==> src/rtl/adc_stream_sched_pkg.sv <==
`default_nettype none
// ============================================================================
// Module  : adc_stream_pkg
// Brief   : Shared FSM states, tag layout and tag builder for adc_stream_sched.
// Revision: 1.0
// ============================================================================
package adc_stream_pkg;

  typedef enum logic [2:0] {
    ST_RST_ADC = 3'd0,
    ST_SETTLE  = 3'd1,
    ST_IDLE    = 3'd2,
    ST_TAG     = 3'd3,
    ST_DATA    = 3'd4,
    ST_TS_HI   = 3'd5,
    ST_TS_LO   = 3'd6
  } state_e;

  localparam logic [1:0] TAG_PREFIX_PLAIN = 2'b10;
  localparam logic [1:0] TAG_PREFIX_TS    = 2'b11;
  localparam int         TAG_OVF_BIT      = 5;
  localparam int         TAG_CH_W         = 5;

  function automatic logic [7:0] make_tag(input logic [1:0] prefix, input logic ovf,
                                          input logic [TAG_CH_W-1:0] ch);
    logic [7:0] tag;
    tag                 = '0;
    tag[7:6]            = prefix;
    tag[TAG_OVF_BIT]    = ovf;
    tag[TAG_CH_W-1:0]   = ch;
    return tag;
  endfunction

endpackage
`default_nettype wire

==> src/rtl/adc_stream_sched_if.sv <==
`default_nettype none
// ============================================================================
// Module  : adc_stream_sched_if
// Brief   : Valid/ready byte stream towards the USB FIFO writer.
// Revision: 1.0
// ============================================================================
interface adc_stream_sched_if;
  logic [7:0] out_data;
  logic       out_valid;
  logic       out_ready;

  modport master (output out_data, output out_valid, input out_ready);
  modport slave  (input out_data, input out_valid, output out_ready);
endinterface
`default_nettype wire

==> src/rtl/adc_stream_sched_rr_arbiter.sv <==
`default_nettype none
// ============================================================================
// Module  : rr_arbiter
// Brief   : Combinational round-robin pick, searching from last grant + 1.
// Revision: 1.0
// ============================================================================
module rr_arbiter #(
  parameter int NCH = 4,
  parameter int PW  = (NCH > 1) ? $clog2(NCH) : 1
) (
  input  wire logic [NCH-1:0] req_i,
  input  wire logic [PW-1:0]  last_i,
  output logic      [PW-1:0]  grant_o,
  output logic                any_req_o
);

  logic [PW-1:0] idx;

  // Walk from the farthest candidate to the nearest so the nearest request wins.
  always_comb begin
    grant_o = last_i;
    idx     = '0;
    for (int k = NCH; k >= 1; k--) begin
      idx = PW'((int'(last_i) + k) % NCH);
      if (req_i[idx]) grant_o = idx;
    end
    any_req_o = |req_i;
  end

endmodule
`default_nettype wire

==> src/rtl/adc_stream_sched.sv <==
`default_nettype none
// ============================================================================
// Module  : adc_stream_sched
// Brief   : CS5361 bring-up sequencer and round-robin tagged byte streamer.
//           Define ADC_STREAM_TIMESTAMP_EN to append a 16-bit timestamp.
// Revision: 1.0
// ============================================================================
module adc_stream_sched
  import adc_stream_pkg::*;
#(
  parameter int NCH           = 4,
  parameter int RST_CYCLES    = 64,
  parameter int SETTLE_CYCLES = 256
) (
  input  wire logic               clk,
  input  wire logic               reset,
  input  wire logic               enable,
  output logic                    adc_rst_,
  input  wire logic [NCH*8-1:0]   adcval,
  input  wire logic [NCH-1:0]     adcstrobe,
  adc_stream_sched_if.master      usb,
  output logic      [NCH-1:0]     lost,
  output logic                    running
);

  localparam int PW      = (NCH > 1) ? $clog2(NCH) : 1;
  localparam int CNT_MAX = (RST_CYCLES > SETTLE_CYCLES) ? RST_CYCLES : SETTLE_CYCLES;
  localparam int CNT_W   = $clog2(CNT_MAX + 1);
`ifdef ADC_STREAM_TIMESTAMP_EN
  localparam logic [1:0] TAG_PREFIX = TAG_PREFIX_TS;
  localparam state_e     LAST_ST    = ST_TS_LO;
`else
  localparam logic [1:0] TAG_PREFIX = TAG_PREFIX_PLAIN;
  localparam state_e     LAST_ST    = ST_DATA;
`endif

  state_e           state_q;
  logic [CNT_W-1:0] cnt_q;
  logic             adc_rst_q, running_q, abort_q;
  logic [PW-1:0]    ptr_q;
  logic [NCH-1:0]   pending_q, pending_d, ovf_q, ovf_d, lost_q, lost_d;
  logic [7:0]       hold_q [NCH];
  logic [7:0]       snap_q, out_data_q;
  logic             out_valid_q;
`ifdef ADC_STREAM_TIMESTAMP_EN
  logic [15:0]      ts_cnt_q, ts_snap_q;
  logic [15:0]      ts_hold_q [NCH];
`endif

  logic [PW-1:0] grant;
  logic          any_req, grant_fire, hs, end_xfer, flush, cap_en;

  rr_arbiter #(.NCH(NCH), .PW(PW)) u_arb (
    .req_i     (pending_q),
    .last_i    (ptr_q),
    .grant_o   (grant),
    .any_req_o (any_req)
  );

  always_comb begin
    hs         = out_valid_q && usb.out_ready;
    grant_fire = (state_q == ST_IDLE) && enable && any_req;
    end_xfer   = (state_q == LAST_ST) && hs;
    flush      = ((state_q == ST_IDLE) && !enable) || (end_xfer && (abort_q || !enable));
    cap_en     = enable && !abort_q &&
                 (state_q inside {ST_IDLE, ST_TAG, ST_DATA, ST_TS_HI, ST_TS_LO});
    pending_d  = pending_q;
    ovf_d      = ovf_q;
    lost_d     = lost_q;
    if (grant_fire) begin
      pending_d[grant] = 1'b0;
      ovf_d[grant]     = 1'b0;
    end
    // A strobe on the channel being granted refills pending without counting as a loss.
    for (int i = 0; i < NCH; i++) begin
      if (cap_en && adcstrobe[i]) begin
        if (pending_q[i] && !(grant_fire && grant == PW'(i))) begin
          ovf_d[i]  = 1'b1;
          lost_d[i] = 1'b1;
        end
        pending_d[i] = 1'b1;
      end
    end
    if (flush) begin
      pending_d = '0;
      ovf_d     = '0;
    end
  end

  always_ff @(posedge clk or posedge reset) begin
    if (reset) begin
      state_q     <= ST_RST_ADC;
      cnt_q       <= '0;
      adc_rst_q   <= 1'b0;
      running_q   <= 1'b0;
      abort_q     <= 1'b0;
      ptr_q       <= PW'(NCH - 1);
      pending_q   <= '0;
      ovf_q       <= '0;
      lost_q      <= '0;
      snap_q      <= '0;
      out_data_q  <= '0;
      out_valid_q <= 1'b0;
      for (int i = 0; i < NCH; i++) hold_q[i] <= '0;
`ifdef ADC_STREAM_TIMESTAMP_EN
      ts_cnt_q  <= '0;
      ts_snap_q <= '0;
      for (int i = 0; i < NCH; i++) ts_hold_q[i] <= '0;
`endif
    end else begin
      pending_q <= pending_d;
      ovf_q     <= ovf_d;
      lost_q    <= lost_d;
      for (int i = 0; i < NCH; i++) begin
        if (cap_en && adcstrobe[i]) begin
          hold_q[i] <= adcval[8*i +: 8];
`ifdef ADC_STREAM_TIMESTAMP_EN
          ts_hold_q[i] <= ts_cnt_q;
`endif
        end
      end
`ifdef ADC_STREAM_TIMESTAMP_EN
      ts_cnt_q <= (state_q == ST_RST_ADC || state_q == ST_SETTLE) ? 16'h0000 : ts_cnt_q + 16'h0001;
`endif
      if (!enable) adc_rst_q <= 1'b0;
      if (!enable && (state_q inside {ST_TAG, ST_DATA, ST_TS_HI, ST_TS_LO})) abort_q <= 1'b1;
      if (end_xfer) begin
        out_valid_q <= 1'b0;
        if (abort_q || !enable) begin
          running_q <= 1'b0;
          state_q   <= ST_RST_ADC;
        end else begin
          state_q   <= ST_IDLE;
        end
      end
      case (state_q)
        ST_RST_ADC: begin
          adc_rst_q <= 1'b0;
          running_q <= 1'b0;
          abort_q   <= 1'b0;
          if (!enable) begin
            cnt_q <= '0;
          end else if (cnt_q == CNT_W'(RST_CYCLES - 1)) begin
            cnt_q     <= '0;
            adc_rst_q <= 1'b1;
            state_q   <= ST_SETTLE;
          end else begin
            cnt_q <= cnt_q + CNT_W'(1);
          end
        end
        ST_SETTLE: begin
          if (!enable) begin
            cnt_q   <= '0;
            state_q <= ST_RST_ADC;
          end else if (cnt_q == CNT_W'(SETTLE_CYCLES - 1)) begin
            cnt_q     <= '0;
            running_q <= 1'b1;
            state_q   <= ST_IDLE;
          end else begin
            cnt_q <= cnt_q + CNT_W'(1);
          end
        end
        ST_IDLE: begin
          if (!enable) begin
            running_q <= 1'b0;
            state_q   <= ST_RST_ADC;
          end else if (any_req) begin
            out_data_q  <= make_tag(TAG_PREFIX, ovf_q[grant], TAG_CH_W'(grant));
            out_valid_q <= 1'b1;
            ptr_q       <= grant;
            snap_q      <= hold_q[grant];
`ifdef ADC_STREAM_TIMESTAMP_EN
            ts_snap_q   <= ts_hold_q[grant];
`endif
            state_q     <= ST_TAG;
          end
        end
        ST_TAG: begin
          if (hs) begin
            out_data_q <= snap_q;
            state_q    <= ST_DATA;
          end
        end
`ifdef ADC_STREAM_TIMESTAMP_EN
        ST_DATA: begin
          if (hs) begin
            out_data_q <= ts_snap_q[15:8];
            state_q    <= ST_TS_HI;
          end
        end
        ST_TS_HI: begin
          if (hs) begin
            out_data_q <= ts_snap_q[7:0];
            state_q    <= ST_TS_LO;
          end
        end
        ST_TS_LO: ;
`else
        ST_DATA: ;
`endif
        default: state_q <= ST_RST_ADC;
      endcase
    end
  end

  assign adc_rst_      = adc_rst_q;
  assign running       = running_q;
  assign lost          = lost_q;
  assign usb.out_data  = out_data_q;
  assign usb.out_valid = out_valid_q;

endmodule
`default_nettype wire
==> src/flat_wrapper.sv <==
// flat-port wrapper written by rule: the top's interface ports become plain ports
module adc_stream_sched_flat import adc_stream_pkg::*;
#(
  parameter int NCH           = 4,
  parameter int RST_CYCLES    = 64,
  parameter int SETTLE_CYCLES = 256
)
  (clk, reset, enable, adc_rst_, adcval, adcstrobe, lost, running, usb_out_data, usb_out_valid, usb_out_ready);
  adc_stream_sched_if usb_i ();
  input  wire logic clk;
  input  wire logic reset;
  input  wire logic enable;
  output logic adc_rst_;
  input  wire logic [NCH*8-1:0] adcval;
  input  wire logic [NCH-1:0] adcstrobe;
  output logic      [NCH-1:0] lost;
  output logic running;
  output wire logic [$bits(usb_i.out_data)-1:0] usb_out_data;
  output wire logic [$bits(usb_i.out_valid)-1:0] usb_out_valid;
  input wire logic [$bits(usb_i.out_ready)-1:0] usb_out_ready;
  assign usb_out_data = usb_i.out_data;
  assign usb_out_valid = usb_i.out_valid;
  assign usb_i.out_ready = usb_out_ready;
  adc_stream_sched #(.NCH(NCH), .RST_CYCLES(RST_CYCLES), .SETTLE_CYCLES(SETTLE_CYCLES)) u_core (.clk(clk), .reset(reset), .enable(enable), .adc_rst_(adc_rst_), .adcval(adcval), .adcstrobe(adcstrobe), .usb(usb_i), .lost(lost), .running(running));
endmodule
==> config.mk <==
export PLATFORM = sky130hd
export DESIGN_NAME = adc_stream_sched_flat
export DESIGN_NICKNAME = d
export VERILOG_FILES = /design/src/rtl/adc_stream_sched_pkg.sv /design/src/rtl/adc_stream_sched_if.sv /design/src/rtl/adc_stream_sched_rr_arbiter.sv /design/src/rtl/adc_stream_sched.sv /design/src/flat_wrapper.sv
export SDC_FILE = /design/constraint.sdc
export NUM_CORES = 1
export LEC_CHECK = 0
export ABC_AREA = 1
export CORE_MARGIN = 2
export CORE_UTILIZATION = 60
export CTS_BUF_LIST = sky130_fd_sc_hd__clkbuf_8 sky130_fd_sc_hd__clkbuf_16
export DETAILED_ROUTE_END_ITERATION = 8
export DONT_BUFFER_PORTS = 1
export GPL_ROUTABILITY_DRIVEN = 0
export PLACE_DENSITY = 0.82
export SYNTH_ARGS = -nofsm -noshare
export SYNTH_HDL_FRONTEND = slang
export SYNTH_SLANG_ARGS = --single-unit
==> constraint.sdc <==
create_clock -name clk -period 6.3 [get_ports clk]
set_input_delay 0.945 -clock clk [delete_from_list [all_inputs] [get_ports clk]]
set_output_delay 0.945 -clock clk [all_outputs]
set_load 0.01 [all_outputs]
## Word level (Yosys, flattened, before mapping)

Index checks and enable logic that the tools add are counted.

| operators by class | value |
|---|---|
| $add $sub $neg | 5 |
| $lt $le $gt $ge | 7 |
| equality and inequality tests | 15 |
| muxes and demuxes | 70 |
| bitwise gates (word level) | 4 |
| reductions and logical operators | 48 |

Operator list:

| cell | count |
|---|---|
| 2-to-1 mux 8 bit | 5 |
| 2-to-1 mux 9 bit | 4 |
| 2-to-1 mux 1 bit | 33 |
| 2-to-1 mux 3 bit | 8 |
| logical AND 1 bit | 22 |
| one-hot mux 9 bit (2 select lines) | 1 |
| binary-select mux 8 bit (select 2 bit) | 1 |
| 2-to-1 mux 4 bit | 4 |
| one-hot mux 8 bit (2 select lines) | 1 |
| < comparator 2 x 3 -> 1 bit (second input constant) | 5 |
| one-hot mux 3 bit (5 select lines) | 1 |
| nonzero test 3 bit | 4 |
| binary-select mux 1 bit (select 2 bit) | 5 |
| 2-to-1 mux 2 bit | 5 |
| adder 9 x 1 -> 9 bit (second input constant) | 1 |
| == test 3 bit (second input constant) | 3 |
| == test 9 x 6 -> 1 bit (second input constant) | 1 |
| == test 9 x 8 -> 1 bit (second input constant) | 1 |
| AND 4 bit | 2 |
| AND reduction 2 bit | 4 |
| == test 3 x 2 -> 1 bit (second input constant) | 2 |
| zero test 1 bit | 6 |
| inequality test 2 x 1 -> 1 bit (second input constant) | 3 |
| nonzero test 2 bit | 3 |
| other kinds (20) | 24 |

| word-level totals | value |
|---|---|
| register bits after elaboration | 78 |
| bits of input ports | 40 |
| output and inout bits | 15 |
| logic and storage cells | 171 |

## Longest topological paths before layout

Gate-level depths: netlist (run 1).

| logic depth | value |
|---|---|
| depth after elaboration | 17 |
| depth in mapped cells | 17 |
| depth with buffers taken out | 15 |

## Modules after synthesis

From an unflattened synthesis (run 1), not the netlist that was laid out.

| second synthesis, totals | value |
|---|---|
| cell total of the unflattened synthesis | 517 |
| area, all modules | 3921.3 µm² |

By module, submodules not included:

| module | times used | cells an instance | area each (µm²) | seq. area each (µm²) |
|---|---|---|---|---|
| adc_stream_sched | 1 | 474 | 3717.3 | 1954.4 |
| rr_arbiter | 1 | 43 | 203.9 | 0.0 |

## Least setup slack after synthesis (run 1)

OpenSTA, ideal clock, no wires.

| timing | value |
|---|---|
| path type | input -> register |
| start | input port enable |
| end | register u_core.ovf_q[3] |
| setup time | 79 ps |
| data arrival time | 1953 ps |
| data required time | 6221 ps |
| path slack | 4268 ps |
| stages | 8 |
| buffers on the path | 0 |
| cells stage by stage | inv_1 > nor2_1 > inv_1 > nor2_2 > nand3_1 > clkinv_1 > nand3_1 > a21oi_1 |

| on the way | value |
|---|---|
| cells in the longest elaborated chain, start to end | 8 |
| elaborated cells between the ends (all ways) | 17 |
| classes of those cells | mux: 4; reduce/logical: 13 |

RTL lines:

| element | RTL line | source |
|---|---|---|
| start: declaration | flat_wrapper.sv:12 | `input wire logic enable;` |
| logical AND 1 bit (2 in series) | adc_stream_sched.sv:62 | `grant_fire = (state_q == ST_IDLE) && enable && any_req;` |
| logical AND 1 bit | adc_stream_sched.sv:77 | `if (pending_q[i] && !(grant_fire && grant == PW'(i))) begin` |
| zero test 1 bit | adc_stream_sched.sv:77 |  |
| logical AND 1 bit | adc_stream_sched.sv:77 |  |
| 2-to-1 mux 1 bit | adc_stream_sched.sv:77 |  |
| 2-to-1 mux 1 bit | adc_stream_sched.sv:76 | `if (cap_en && adcstrobe[i]) begin` |
| 2-to-1 mux 4 bit * | adc_stream_sched.sv:84 | `if (flush) begin` |
| net u_core.ovf_d[3] | adc_stream_sched.sv:41 | `logic [NCH-1:0] pending_q, pending_d, ovf_q, ovf_d, lost_q, lost_d;` |
| end signal: assignment | adc_stream_sched.sv:112 | `ovf_q <= ovf_d;` |
| end: declaration | adc_stream_sched.sv:41 |  |

Mark *: on every way through the listed nets, which the timed path passes. The rest lies on a longest branch.
A chain may end at the register's enable or synchronous reset.

## Worst setup path after layout (run 1)

| timing | value |
|---|---|
| start | register u_core.ptr_q[0] |
| end | register u_core.snap_q[7] |

| on the way | value |
|---|---|
| cells in the longest elaborated chain, start to end | 11 |
| elaborated cells between the ends (all ways) | 20 |
| classes of those cells | add/sub: 4; mux: 15; bitwise: 1 |

RTL lines:

| element | RTL line | source |
|---|---|---|
| start: declaration | adc_stream_sched.sv:40 | `logic [PW-1:0] ptr_q;` |
| start signal: assignment | adc_stream_sched.sv:97 | `ptr_q <= PW'(NCH - 1);` |
| start signal: assignment | adc_stream_sched.sv:170 | `ptr_q <= grant;` |
| adder 2 x 1 -> 2 bit | adc_stream_sched_rr_arbiter.sv:24 | `idx = PW'((int'(last_i) + k) % NCH);` |
| binary-select mux 1 bit (select 2 bit) | adc_stream_sched_rr_arbiter.sv:25 | `if (req_i[idx]) grant_o = idx;` |
| 2-to-1 mux 1 bit (implied by the code) | adc_stream_sched_rr_arbiter.sv:25 |  |
| 2-to-1 mux 2 bit (3 in series) | adc_stream_sched_rr_arbiter.sv:25 |  |
| 2-to-1 mux 2 bit * | adc_stream_sched_rr_arbiter.sv:25 |  |
| NOT 2 -> 3 bit (implied by the code) * | adc_stream_sched.sv:171 | `snap_q <= hold_q[grant];` |
| binary-select mux 8 bit (select 2 bit) * | adc_stream_sched.sv:171 |  |
| 2-to-1 mux 8 bit (implied by the code) * (2 in series) | adc_stream_sched.sv:171 |  |
| end signal: assignment | adc_stream_sched.sv:171 |  |
| end: declaration | adc_stream_sched.sv:43 | `logic [7:0] snap_q, out_data_q;` |

Every way passes the cells marked *; elsewhere a longest branch is shown, timed or not. The select of a mux whose other input is x is not followed.

==> impl_metrics.ini, run 1 <==
[worst_setup_path]
reg2reg_depth = 13
path_max_fanout = 20
setup.worst_path.start = u_core.ptr_q[0]$_DFFE_PP1P_
crit_top_cell = nand2_1
path_cells = nor2_1 -> nor2_2 -> nand2_1 -> nand2_1 -> nand2_1 -> nand2_1 -> nand2_1 -> nand2_2 -> nand2_1 -> nand3_1 -> nand2_1 -> nand2_1 -> nand2_1
r2r-start = u_core.ptr_q[0]$_DFFE_PP1P_
cpMaxStageDelayCell = dfstp_2
start_kind = flop
crit_arrival_ps = 2520
setup.worst_path.class = flop to flop
required_ps = 6550
endpoint_kind = flop
max_stage_delay_ps = 670

[timing]
setup_tns_ps = 0
final_max_slew_viol_count = 0
worstMarginPinSlew_ps = 937.8
hold_viol = 0
holdWs_ps = 484.3
timing.fmax_mhz = 441.0
setup_viol = 0
slew_headroom = 0.3748
rsz0062_at_grt = false
min_period_over_period = 0.3599
skew_ps = 4.885
period_minus_slack_ps = 2267

[floorplanning]
die-area_mm2 = 0.007123
chipHeight_um = 84.40
die_w_um = 84.40
io_pins = 55
coreArea_mm2 = 0.006314
row_count = 29
start_util = 0.6143

[global_routing]
grt_pass1_wl_mm = 14.42
grt_overflow_total = 0
grt_pass1_vias = 3134
grt_max_degree = 79
antenna_found_initial = 0
grtUsageTotal = 0.2588

[power_and_ir_drop]
switching_share = 0.2495
power_leakage_uw = 0.002106
switching_power_uw = 236.6
p_comb_frac = 0.076
clock_power_share = 0.369
seqPwrFrac = 0.555
p_int_uw = 711.7
powerDensity_mw_per_mm2 = 231.3
peakVddDrop_mv = 0.1568

[clock_network]
cts_resized = 0
cts_sinks = 78
cts_inserted_buffers = 9
cts_setup_buffers = 0
cts.reportedPaths.clkPinSlew_ps = 80
cts_buffer_depth = 2
h-tree-depth = 3
worstSkewPairLatency_ps = 350
clockRootBuffer = clkbuf_8
cts_tree = built
cts_hold_buffers = 0

[cells_and_area]
fillerInstances = 571
layout-drive-gt1-share = 0.09552
n_antenna_cell = 0
area_growth_pct = 5.710
fin_nets = 551
fin_util = 0.6494

[route]
routed_via_density = 5.478
num_vias = 3232
wire_per_inst_um = 14.26
dr.pass1.iters = 5
ant_nets = 0
drt_iter0_drc = 267
drt_drc_violations_left = 0
wirelength_mm = 8.412

[hold_path]
min-delay-start = u_core.hold_q[14]$_DFFE_PP0P_
hp-class = flop to flop
min_path_cells = 2

[status]
status = complete, no violations

[flow_run]
drv_cap = 0

[synthesis]
synth.most_common_cell = nand2_1
synth_ff_type = dfrtp_1
ys_types = 32
synth_area_leaders = dfrtp_1 (49%), nand2_1 (18%), inv_1 (5.4%)
synth_nets = 549
syn_area_mm2 = 0.003879
synth-edff-count = 0
synth_top_cell_area_share = 0.4903
avgSynthCellArea_um2 = 7.665
syn_inst = 506
synth_commonest_cells = nand2_1 (185), dfrtp_1 (76), inv_1 (56)
ys_async_sr_fraction = 1.000
synth_seq_cells = 78
ys_seq_area_frac = 0.5039
synth_top_cell_by_area = dfrtp_1
yosys_warnings = 0

[placement]
portBuffers = 0
dp_hpwl_mm = 6.080
==> cell usage in the layout, fill, tap and decap left out, types with 3 or more instances in the layout <==
master    count
inv_1        57
nor2_2        6
clkbuf_8     12
inv_2        10
nand3_1      36
nand2_2       7
nor2_1       34
o21ai_1      11
o21ai_0      32
ha_1          3
a21oi_1      14
dfrtp_1      76
nand2_1     185
nor3_1        3
==> flip-flops by register name, summed over array words and instances (netlist names) <==
register,count
u_core.usb.out_valid,1
u_core.snap_q,8
u_core.running,1
u_core.state_q,3
u_core.lost,4
u_core.hold_q,32
u_core.usb.out_data,8
u_core.cnt_q,9
u_core.ovf_q,4
u_core.pending_q,4
u_core.adc_rst_,1
u_core.abort_q,1
u_core.ptr_q,2
==> cells by family (layout without fill, tap and decap cells) <==
family | after synthesis | count (layout) | synth area share
compound gates | 69 | 69 | 0.1006
fa+ha+maj | 3 | 3 | 0.009678
buf+inv | 78 | 85 | 0.08516
flops | 78 | 78 | 0.5039
simple gates | 278 | 278 | 0.3006
==> worst paths after layout <==
kind / end / slack, ps
max: u_core.snap_q[7]$_DFFE_PP0P_ / 4030
min: u_core.hold_q[14]$_DFFE_PP0P_ / 480
max reg2reg: u_core.snap_q[7]$_DFFE_PP0P_ / 4030
min reg2reg: u_core.hold_q[14]$_DFFE_PP0P_ / 480
max in group asynchronous: u_core.usb.out_data[0]$_DFFE_PP0P_ / 4940
min in group asynchronous: u_core.hold_q[10]$_DFFE_PP0P_ / 770
==> final cells by class <==
cell class	count	area, um^2	area share
Clock buffer	12	165.2	0.04028
Clock inverter	4	22.52	0.005493
Inverter	68	260.3	0.06347
Multi-Input combinational cell	350	1594	0.3888
Sequential cell	78	1954	0.4767
Tap cell	77	96.34	0.02350
Timing Repair Buffer	1	7.507	0.001831
==> power by group through the flow <==
stage / clock network (uW) / registers [uW] / logic [uW]
2_1_floorplan: 0 / 534 / 56.6
3_3_place_gp: 0 / 535 / 69.2
3_5_place_dp: 0 / 536 / 71.0
4_1_cts: 353 / 526 / 72.0
5_1_grt: 375 / 528 / 83.2
6_report: 350 / 526 / 71.8
==> worst max-delay path: cells and delay by family, from the launching register on <==
| kind | cells | cell delay, ps |
|---|---|---|
| simple gates | 13 | 1480 |
| flops | 1 | 670 |
==> through the flow <==
| step | instance area, um^2 | worst slack [ps] | cells | total power, uW |
|---|---|---|---|---|
| 2_1_floorplan | 3879 | 3363 | 506 | 590.4 |
| 3_3_place_gp | 3913 | 4051 | 574 | 604.3 |
| 3_5_place_dp | 3913 | 3945 | 574 | 606.9 |
| 4_1_cts | 4100 | 4058 | 590 | 951.3 |
| 5_1_grt | 4100 | 3785 | 590 | 985.8 |
| 6_report | 4100 | 4033 | 590 | 948.3 |
==> metal layers <==
metal	up-vias	part of all wire	GRT usage
li1	1593	-	-
met1	1511	0.43	0.3423
met2	110	0.49	0.4257
met3	18	0.059	0.05900
met4	0	0.021	0.08802
met5	-	0	0
No activity file was read; power rests on OpenSTA's default activity.
==> run 2, diff against run 1 <==
- clock period: 6.3 -> 2.1 ns (I/O delays scaled with it)
==> run 2 against run 1 <==
The flow now finishes with violations (negative setup slack). First-iteration DRC count increased by 5.6%. Cell count increased by 3.6%. Critical path type unchanged. Die area is the same. Clock skew rose by 2.0 ps. Power rose to 3.4 times the previous value. Highest routed layer unchanged.
==> impl_metrics.ini, run 2 (synthesis results as in run 1) <==
[status]
status = finished, violations left
violations = negative setup slack

[timing]
final_max_slew_viol_count = 0
worstMarginPinSlew_ps = 751.9
min_period_over_period = 1.002
skew_ps = 6.861
holdWs_ps = 64.50
period_minus_slack_ps = 2105
hold_viol = 0
timing.fmax_mhz = 475.2
setup_viol = 1
layout_setup_ws_ps = -4.565
slew_headroom = 0.4977

[clock_network]
cts.reportedPaths.clkPinSlew_ps = 80
cts_inserted_buffers = 9
worstSkewPairLatency_ps = 360
h-tree-depth = 3
cts_tree = built
clockRootBuffer = clkbuf_8
cts_buffer_depth = 2
cts_sinks = 78

[worst_setup_path]
cpMaxStageDelayCell = dfstp_2
max_stage_delay_ps = 600
crit_top_cell = nand2_4
crit_arrival_ps = 2380
path_max_fanout = 5
start_kind = flop
required_ps = 2370
setup.worst_path.class = flop to flop
path_buf_inv = 1
path_cells = buf_4 -> nand2_1 -> nand2_4 -> nand2_1 -> nand2_1 -> nand2_4 -> nand2_4 -> nand2_4 -> nand2_4 -> nor2_4 -> nand2_1 -> nand3_2 -> a21oi_1
endpoint_kind = flop
crit_family = simple AND/OR/NAND/NOR gates

[floorplanning]
die_w_um = 84.40
die-area_mm2 = 0.007123
coreArea_mm2 = 0.006314
chipHeight_um = 84.40
io_pins = 55
start_util = 0.6143
row_count = 29

[power_and_ir_drop]
p_int_uw = 2428
clock_power_share = 0.422
p_comb_frac = 0.084
switching_share = 0.2413
powerDensity_mw_per_mm2 = 710.5
switching_power_uw = 772.2
p_total_uw = 3201
seqPwrFrac = 0.495
power_leakage_uw = 0.002281
peakVddDrop_mv = 0.6000

[route]
wire_per_inst_um = 16.28
wirelength_mm = 9.947
drt_drc_violations_left = 0
num_vias = 3512
dr.pass1.iters = 5
routed_via_density = 5.748
drt_iter0_drc = 282
ant_nets = 0

[cells_and_area]
fin_nets = 572
largestRegisters = u_core.hold_q: 32 flops, u_core.cnt_q: 9 flops
finalInstanceArea_mm2 = 0.004504
layout-drive-gt1-share = 0.1667
fin_util = 0.7134
n_antenna_cell = 0
regMostFlops = u_core.hold_q
mostFrequentLayoutCell = nand2_1
layout_common_cells = nand2_1 (177), dfrtp_1 (76), inv_1 (56)
area_growth_pct = 16.13
largest_register_ffs = 32

[global_routing]
antenna_found_initial = 0
grt_pass1_wl_mm = 15.68
grt_pass1_vias = 3389
grtUsageTotal = 0.2776
grt_overflow_total = 0
grt_max_degree = 31

[hold_path]
hp-class = primary input to flop

[placement]
placed_cell_area_mm2 = 0.003994
post-place-ws_ps = -24.23
dp_hpwl_mm = 6.521
portBuffers = 0

[flow_run]
drv_cap = 0
[run 2: cell types whose count changed in the layout (fill, tap and decap cells not counted), sizes merged, moves of 2 or more]
cell / previous run / this run
clkbuf: 12 / 9
inv: 69 / 67
nand2: 192 / 195
bufinv: 0 / 3
buf: 1 / 18
[run 2: through the flow]
step / std cells / TNS [ps]
2_1_floorplan: 506 / 0
3_3_place_gp: 581 / 0
3_5_place_dp: 581 / -59.01
4_1_cts: 600 / 0
5_1_grt: 611 / -272.3
6_report: 611 / -4.565
[run 2: worst paths after layout]
check | start | endpoint | slack [ps] | cells past startpoint
max | u_core.ptr_q[0]$_DFFE_PP1P_ | u_core.ovf_q[3]$_DFF_PP0_ | -5 | 13
min | adcval[31] | u_core.hold_q[7]$_DFFE_PP0P_ | 60 | 2
max reg2reg | u_core.ptr_q[0]$_DFFE_PP1P_ | u_core.ovf_q[3]$_DFF_PP0_ | -5 | 13
min reg2reg | u_core.hold_q[7]$_DFFE_PP0P_ | u_core.hold_q[7]$_DFFE_PP0P_ | 490 | 2
max in group asynchronous | reset | u_core.ptr_q[1]$_DFFE_PP1P_ | 890 | 3
min in group asynchronous | reset | u_core.cnt_q[8]$_DFFE_PP0P_ | 560 | 2
[run 2: final cells by class]
cell class | instances | area (um^2)
Clock buffer | 9 | 123.9
Clock inverter | 7 | 113.9
Fill cell | 464 | 1809
Inverter | 68 | 266.5
Multi-Input combinational cell | 353 | 1768
Sequential cell | 78 | 1954
Tap cell | 77 | 96.34
Timing Repair Buffer | 19 | 181.4
[run 2: routing by layer]
layer	vias to the layer above	share of wire	GRT usage	wire length, um
li1	1632	-	-	-
met1	1672	0.41	0.3582	4041
met2	164	0.49	0.4517	4848
met3	44	0.069	0.04916	691
met4	0	0.037	0.1457	366
met5	-	0	0	0
[run 2: what timing repair did]
item,4_1_cts,5_1_grt
resized for setup,4,37
hold buffers,1,0
endpoints found under the setup margin,9,22
gates cloned,0,3
setup buffers,2,8
endpoints found under the hold margin,28,0
pin swaps,0,11
[run 2: power groups by stage]
stage	sequential (uW)	clock, uW	combinational, uW
final	1580	1350	268
after floorplan	1600	0	170
after CTS	1580	1350	229
after global routing	1590	1410	298
after global placement	1610	0	209
after detailed placement	1610	0	218
==> run 3, diff against run 2 <==
- ABC_AREA: 1 -> default
==> run 3 against run 2 <==
The run now ends clean. Count of clock-buffer cells in the layout did not move. Routed wire length down 13%. Worst hold slack better by 23 ps. Critical endpoint is now u_core.snap_q[3]$_DFFE_PP0P_. Highest routed layer unchanged.
==> impl_metrics.ini, run 3 <==
[status]
status = complete, no violations

[floorplanning]
io_pins = 55
coreArea_mm2 = 0.006277
die-area_mm2 = 0.007052
start_util = 0.6113
chipHeight_um = 83.98
die_w_um = 83.98
row_count = 29

[hold_path]
min-delay-start = adcval[25]
min_path_cells = 1
hp-class = primary input to flop

[placement]
dp_cells = 461
dp_hpwl_mm = 6.151
portBuffers = 0

[route]
dr.pass1.iters = 5
wirelength_mm = 8.629
routed_via_density = 6.365
wire_per_inst_um = 18.01
drt_drc_violations_left = 0
num_vias = 3049
drt_iter0_drc = 222
ant_nets = 0

[synthesis]
ys_seq_area_frac = 0.5093
synth_area_leaders = dfrtp_1 (50%), mux2_2 (9.1%), nand3_1 (4.0%)
syn_area_mm2 = 0.003837
ys_async_sr_fraction = 1.000
synth-edff-count = 0
yosys_warnings = 0
synth_top_cell_area_share = 0.4956
ys_types = 56
synth.most_common_cell = dfrtp_1
synth_nets = 428
synth_ff_type = dfrtp_1
synth_top_cell_by_area = dfrtp_1
synth_seq_cells = 78
synth_commonest_cells = dfrtp_1 (76), mux2_2 (31), nand2_1 (31), nand3_1 (31), nor2_1 (28)
syn_inst = 385
avgSynthCellArea_um2 = 9.967

[power_and_ir_drop]
seqPwrFrac = 0.546
switching_share = 0.2466
p_int_uw = 2152
power_leakage_uw = 0.001974
p_comb_frac = 0.058
clock_power_share = 0.396
peakVddDrop_mv = 0.4510
powerDensity_mw_per_mm2 = 667.6
switching_power_uw = 704.4

[cells_and_area]
area_growth_pct = 11.48
largest_register_ffs = 32
layout_common_cells = dfrtp_1 (76), nand3_1 (31), mux2_2 (31)
fin_nets = 440
mostFrequentLayoutCell = dfrtp_1
n_antenna_cell = 0
layout-drive-gt1-share = 0.2214
fin_cells = 479
regMostFlops = u_core.hold_q
largestRegisters = u_core.hold_q: 32 flops, u_core.cnt_q: 9 flops

[global_routing]
grt_overflow_total = 0
grtUsageTotal = 0.2657
grt_pass1_vias = 3009
antenna_found_initial = 0
grt_pass1_wl_mm = 14.79
grt_max_degree = 33

[timing]
worstMarginPinSlew_ps = 716.1
timing.fmax_mhz = 515.3
skew_ps = 7.773
hold_viol = 0
setup_viol = 0
setup_tns_ps = 0
final_max_slew_viol_count = 0
slew_headroom = 0.5216
min_period_over_period = 0.9241
holdWs_ps = 87.69
period_minus_slack_ps = 1941

[worst_setup_path]
crit_arrival_ps = 2180
required_ps = 2340
start_kind = flop
cpMaxStageDelayCell = dfstp_2
path_max_fanout = 14
reg2reg_depth = 5
path_cells = and3b_1 -> o31ai_1 -> nand2_1 -> a21oi_1 -> a31oi_1
setup.worst_path.class = flop to flop
max_stage_delay_ps = 660
r2r-start = u_core.ptr_q[1]$_DFFE_PP1P_
setup.worst_path.start = u_core.ptr_q[1]$_DFFE_PP1P_
endpoint_kind = flop

[flow_run]
drv_cap = 0

[clock_network]
h-tree-depth = 3
cts_tree = built
cts_sinks = 78
worstSkewPairLatency_ps = 360
cts_buffer_depth = 2
clockRootBuffer = clkbuf_8
cts_inserted_buffers = 9
cts.reportedPaths.clkPinSlew_ps = 90
run 3: worst paths after layout:
| check | end | slack (ps) |
|---|---|---|
| max | u_core.snap_q[3]$_DFFE_PP0P_ | 160 |
| min | u_core.hold_q[1]$_DFFE_PP0P_ | 90 |
| max reg2reg | u_core.snap_q[3]$_DFFE_PP0P_ | 160 |
| min reg2reg | u_core.hold_q[1]$_DFFE_PP0P_ | 500 |
| max in group asynchronous | u_core.hold_q[22]$_DFFE_PP0P_ | 980 |
| min in group asynchronous | u_core.pending_q[1]$_DFFE_PP0P_ | 550 |
run 3: kinds of logic (layout without fill, tap and decap cells):
group	after synthesis	count (layout)	synth area share
compound gates	90	90	0.1471
xor+xnor	2	2	0.004566
fa+ha+maj	3	3	0.009783
buf+inv	42	59	0.04532
flops	78	78	0.5093
mux	36	36	0.1043
simple gates	134	134	0.1797
run 3: timing repair:
item	CTS	global route
setup buffers	0	1
gates resized for setup	0	8
endpoints found under the hold margin	27	0
setup endpoints to repair	0	12
hold buffers	1	0
run 3: power groups by stage:
stage / clock network [uW] / registers, uW / logic, uW
final: 1130 / 1560 / 164
after floorplan: 0 / 1570 / 122
after global routing: 1200 / 1560 / 186
after detailed placement: 0 / 1590 / 158
after CTS: 1140 / 1560 / 161
after global placement: 0 / 1590 / 152
run 3: final cells by class:
type / instances / area [um^2]
Inverter: 20 / 78.83
Multi-Input combinational cell: 265 / 1738
Fill cell: 492 / 1999
Tap cell: 77 / 96.34
Sequential cell: 78 / 1954
Clock buffer: 9 / 123.9
Clock inverter: 7 / 73.82
Timing Repair Buffer: 23 / 212.7
run 3: per-layer routing:
metal	track usage	part of all wire	wire [um]	vias to the layer above
li1	-	-	-	1405
met1	0.3697	0.43	3710	1496
met2	0.4007	0.48	4132	133
met3	0.06429	0.071	612	15
met4	0.1144	0.020	173	0
met5	0	0	0	-
run 3: critical path: cells and delay by family, from the launching register on:
kind	cells	cell delay, ps
simple gates	2	480
compound gates	3	680
flops	1	660
run 3: through the flow:
stage | worst slack [ps] | power [uW] | instance area, um^2 | utilization
floorplan | 86.50 | 1696 | 3841 | -
global placement | 188.3 | 1740 | 4034 | 0.6426
detailed placement | 70.30 | 1748 | 4034 | 0.6426
CTS | 40.36 | 2865 | 4242 | 0.6757
global route | -37.03 | 2953 | 4278 | 0.6815
finish | 159.4 | 2856 | 4278 | 0.6815
==> edit (config.mk and constraints of run 3) <==
`NCH` is set to 4 in 3 places; all go to 2.
--- a/src/rtl/adc_stream_sched_rr_arbiter.sv
+++ b/src/rtl/adc_stream_sched_rr_arbiter.sv
@@ -7,3 +7,3 @@
 module rr_arbiter #(
-  parameter int NCH = 4,
+  parameter int NCH = 2,
   parameter int PW  = (NCH > 1) ? $clog2(NCH) : 1
--- a/src/rtl/adc_stream_sched.sv
+++ b/src/rtl/adc_stream_sched.sv
@@ -10,3 +10,3 @@
 #(
-  parameter int NCH           = 4,
+  parameter int NCH           = 2,
   parameter int RST_CYCLES    = 64,
--- a/src/flat_wrapper.sv
+++ b/src/flat_wrapper.sv
@@ -3,3 +3,3 @@
 #(
-  parameter int NCH           = 4,
+  parameter int NCH           = 2,
   parameter int RST_CYCLES    = 64,
Ports: changed (resized adcstrobe, adcval and lost); port bits go from 55 to 35. No check against the original RTL was run, so the function may have changed too.
==> edit against run 3 <==
- design area down 33%
- via count decreased by 39%
- largest power group unchanged
- area after synthesis shrank 32%
- sequential cell count is 23 lower
- total power is 38% lower
- wire length fell by 40%
- combinational power fell by 46%
- setup slack got worse by 0.056 ns
- clock power down 49%
==> edit: results <==
synthesis:
  yosysSeqAreaShare_pct: 52.9
  synth_area_leaders: "sky130_fd_sc_hd__dfrtp_1, sky130_fd_sc_hd__mux2_2, sky130_fd_sc_hd__o21ai_0"
  ys_top_cells_by_count: "sky130_fd_sc_hd__dfrtp_1, sky130_fd_sc_hd__nand2_1, sky130_fd_sc_hd__o21ai_0, sky130_fd_sc_hd__mux2_2"
  synth_net_count: 272
outcome:
  status: "finished, final reports clean"
sta:
  fin_worst_skew_ns: 0.00755
  worst_hold_margin_ns: 0.132
  layout_min_cycle_time_ns: 2.00
drt:
  routedWlPerCell_um: 16.9
  number_of_drc_markers_in_iteration_0: 213
  met1Wirelength_mm: 2.32
cells_and_area:
  buffers_excl_clock: 12
  final_clock_cell_share_pct: 3.15
  non_clock_buffer_area_share_pct: 3.68
  biggestRegsByFlops: "u_core.hold_q (16), u_core.cnt_q (9)"
  n_sequential_cell: 55
  layout.cells.non_filler: 305
  fin_nets: 279
  proportion_of_cell_area_occupied_by_multi_input_gates_pct: 42.3
  inv_count: 4
  final_layout_size_suffix_gt1_share_pct: 20.0
global_route:
  wire_length_of_the_first_global_routing_pass_mm: 8.87
  grt_util_met1_pct: 32.3
  grt_start_max_net_pins: 36
  gr_layer_usage_met2_pct: 33.8
  first_global_vias: 1841
  grt_use_met3_pct: 6.49
critical_path:
  critPathMaxStageDelay_ns: 0.39
  worst-path-max-fanout: 4
  worstReg2RegStart: "u_core.cnt_q[1]"
  register_to_register_path_setup_slack_ns: 0.10
pwr:
  power_sequential_w: 0.00109
  worst_ir_drop_vdd_mv: 0.487
  total_switching_power_w: 0.000408
  pwr.group.clock_w: 0.000580
floorplan:
  core_rows: 23
placed_design:
  placed_area_um2: 2710
  detailedPlace.worstSlack_ns: -0.0582
  dp.final_hpwl_mm: 3.59
-- edit: cell types whose count changed in the layout (fill, tap and decap cells not counted), moves of 14 or more --
cell | before | now
sky130_fd_sc_hd__nand3_1 | 31 | 11
sky130_fd_sc_hd__nor2_1 | 28 | 11
sky130_fd_sc_hd__dfrtp_1 | 76 | 54
sky130_fd_sc_hd__mux2_2 | 31 | 17
sky130_fd_sc_hd__a21oi_1 | 19 | 5
sky130_fd_sc_hd__inv_1 | 20 | 4
-- edit: worst reg2reg max path: cells and delay by family, from the launching register on --
kind	cells	cell delay (ns)
AND/OR/NAND/NOR	4	0.59
AO/OA/AOI/OAI	2	0.41
flip-flops	1	0.39
adder cells (fa/ha/maj)	2	0.36
multiplexers	1	0.13
-- edit: logic make-up after synthesis --
kind of cell | after synthesis | synth area share [%]
compound gates | 58 | 13.9
simple gates | 86 | 17.0
flops | 55 | 52.9
fa+ha+maj | 4 | 1.82
mux | 28 | 11.6
buf+inv | 16 | 2.74
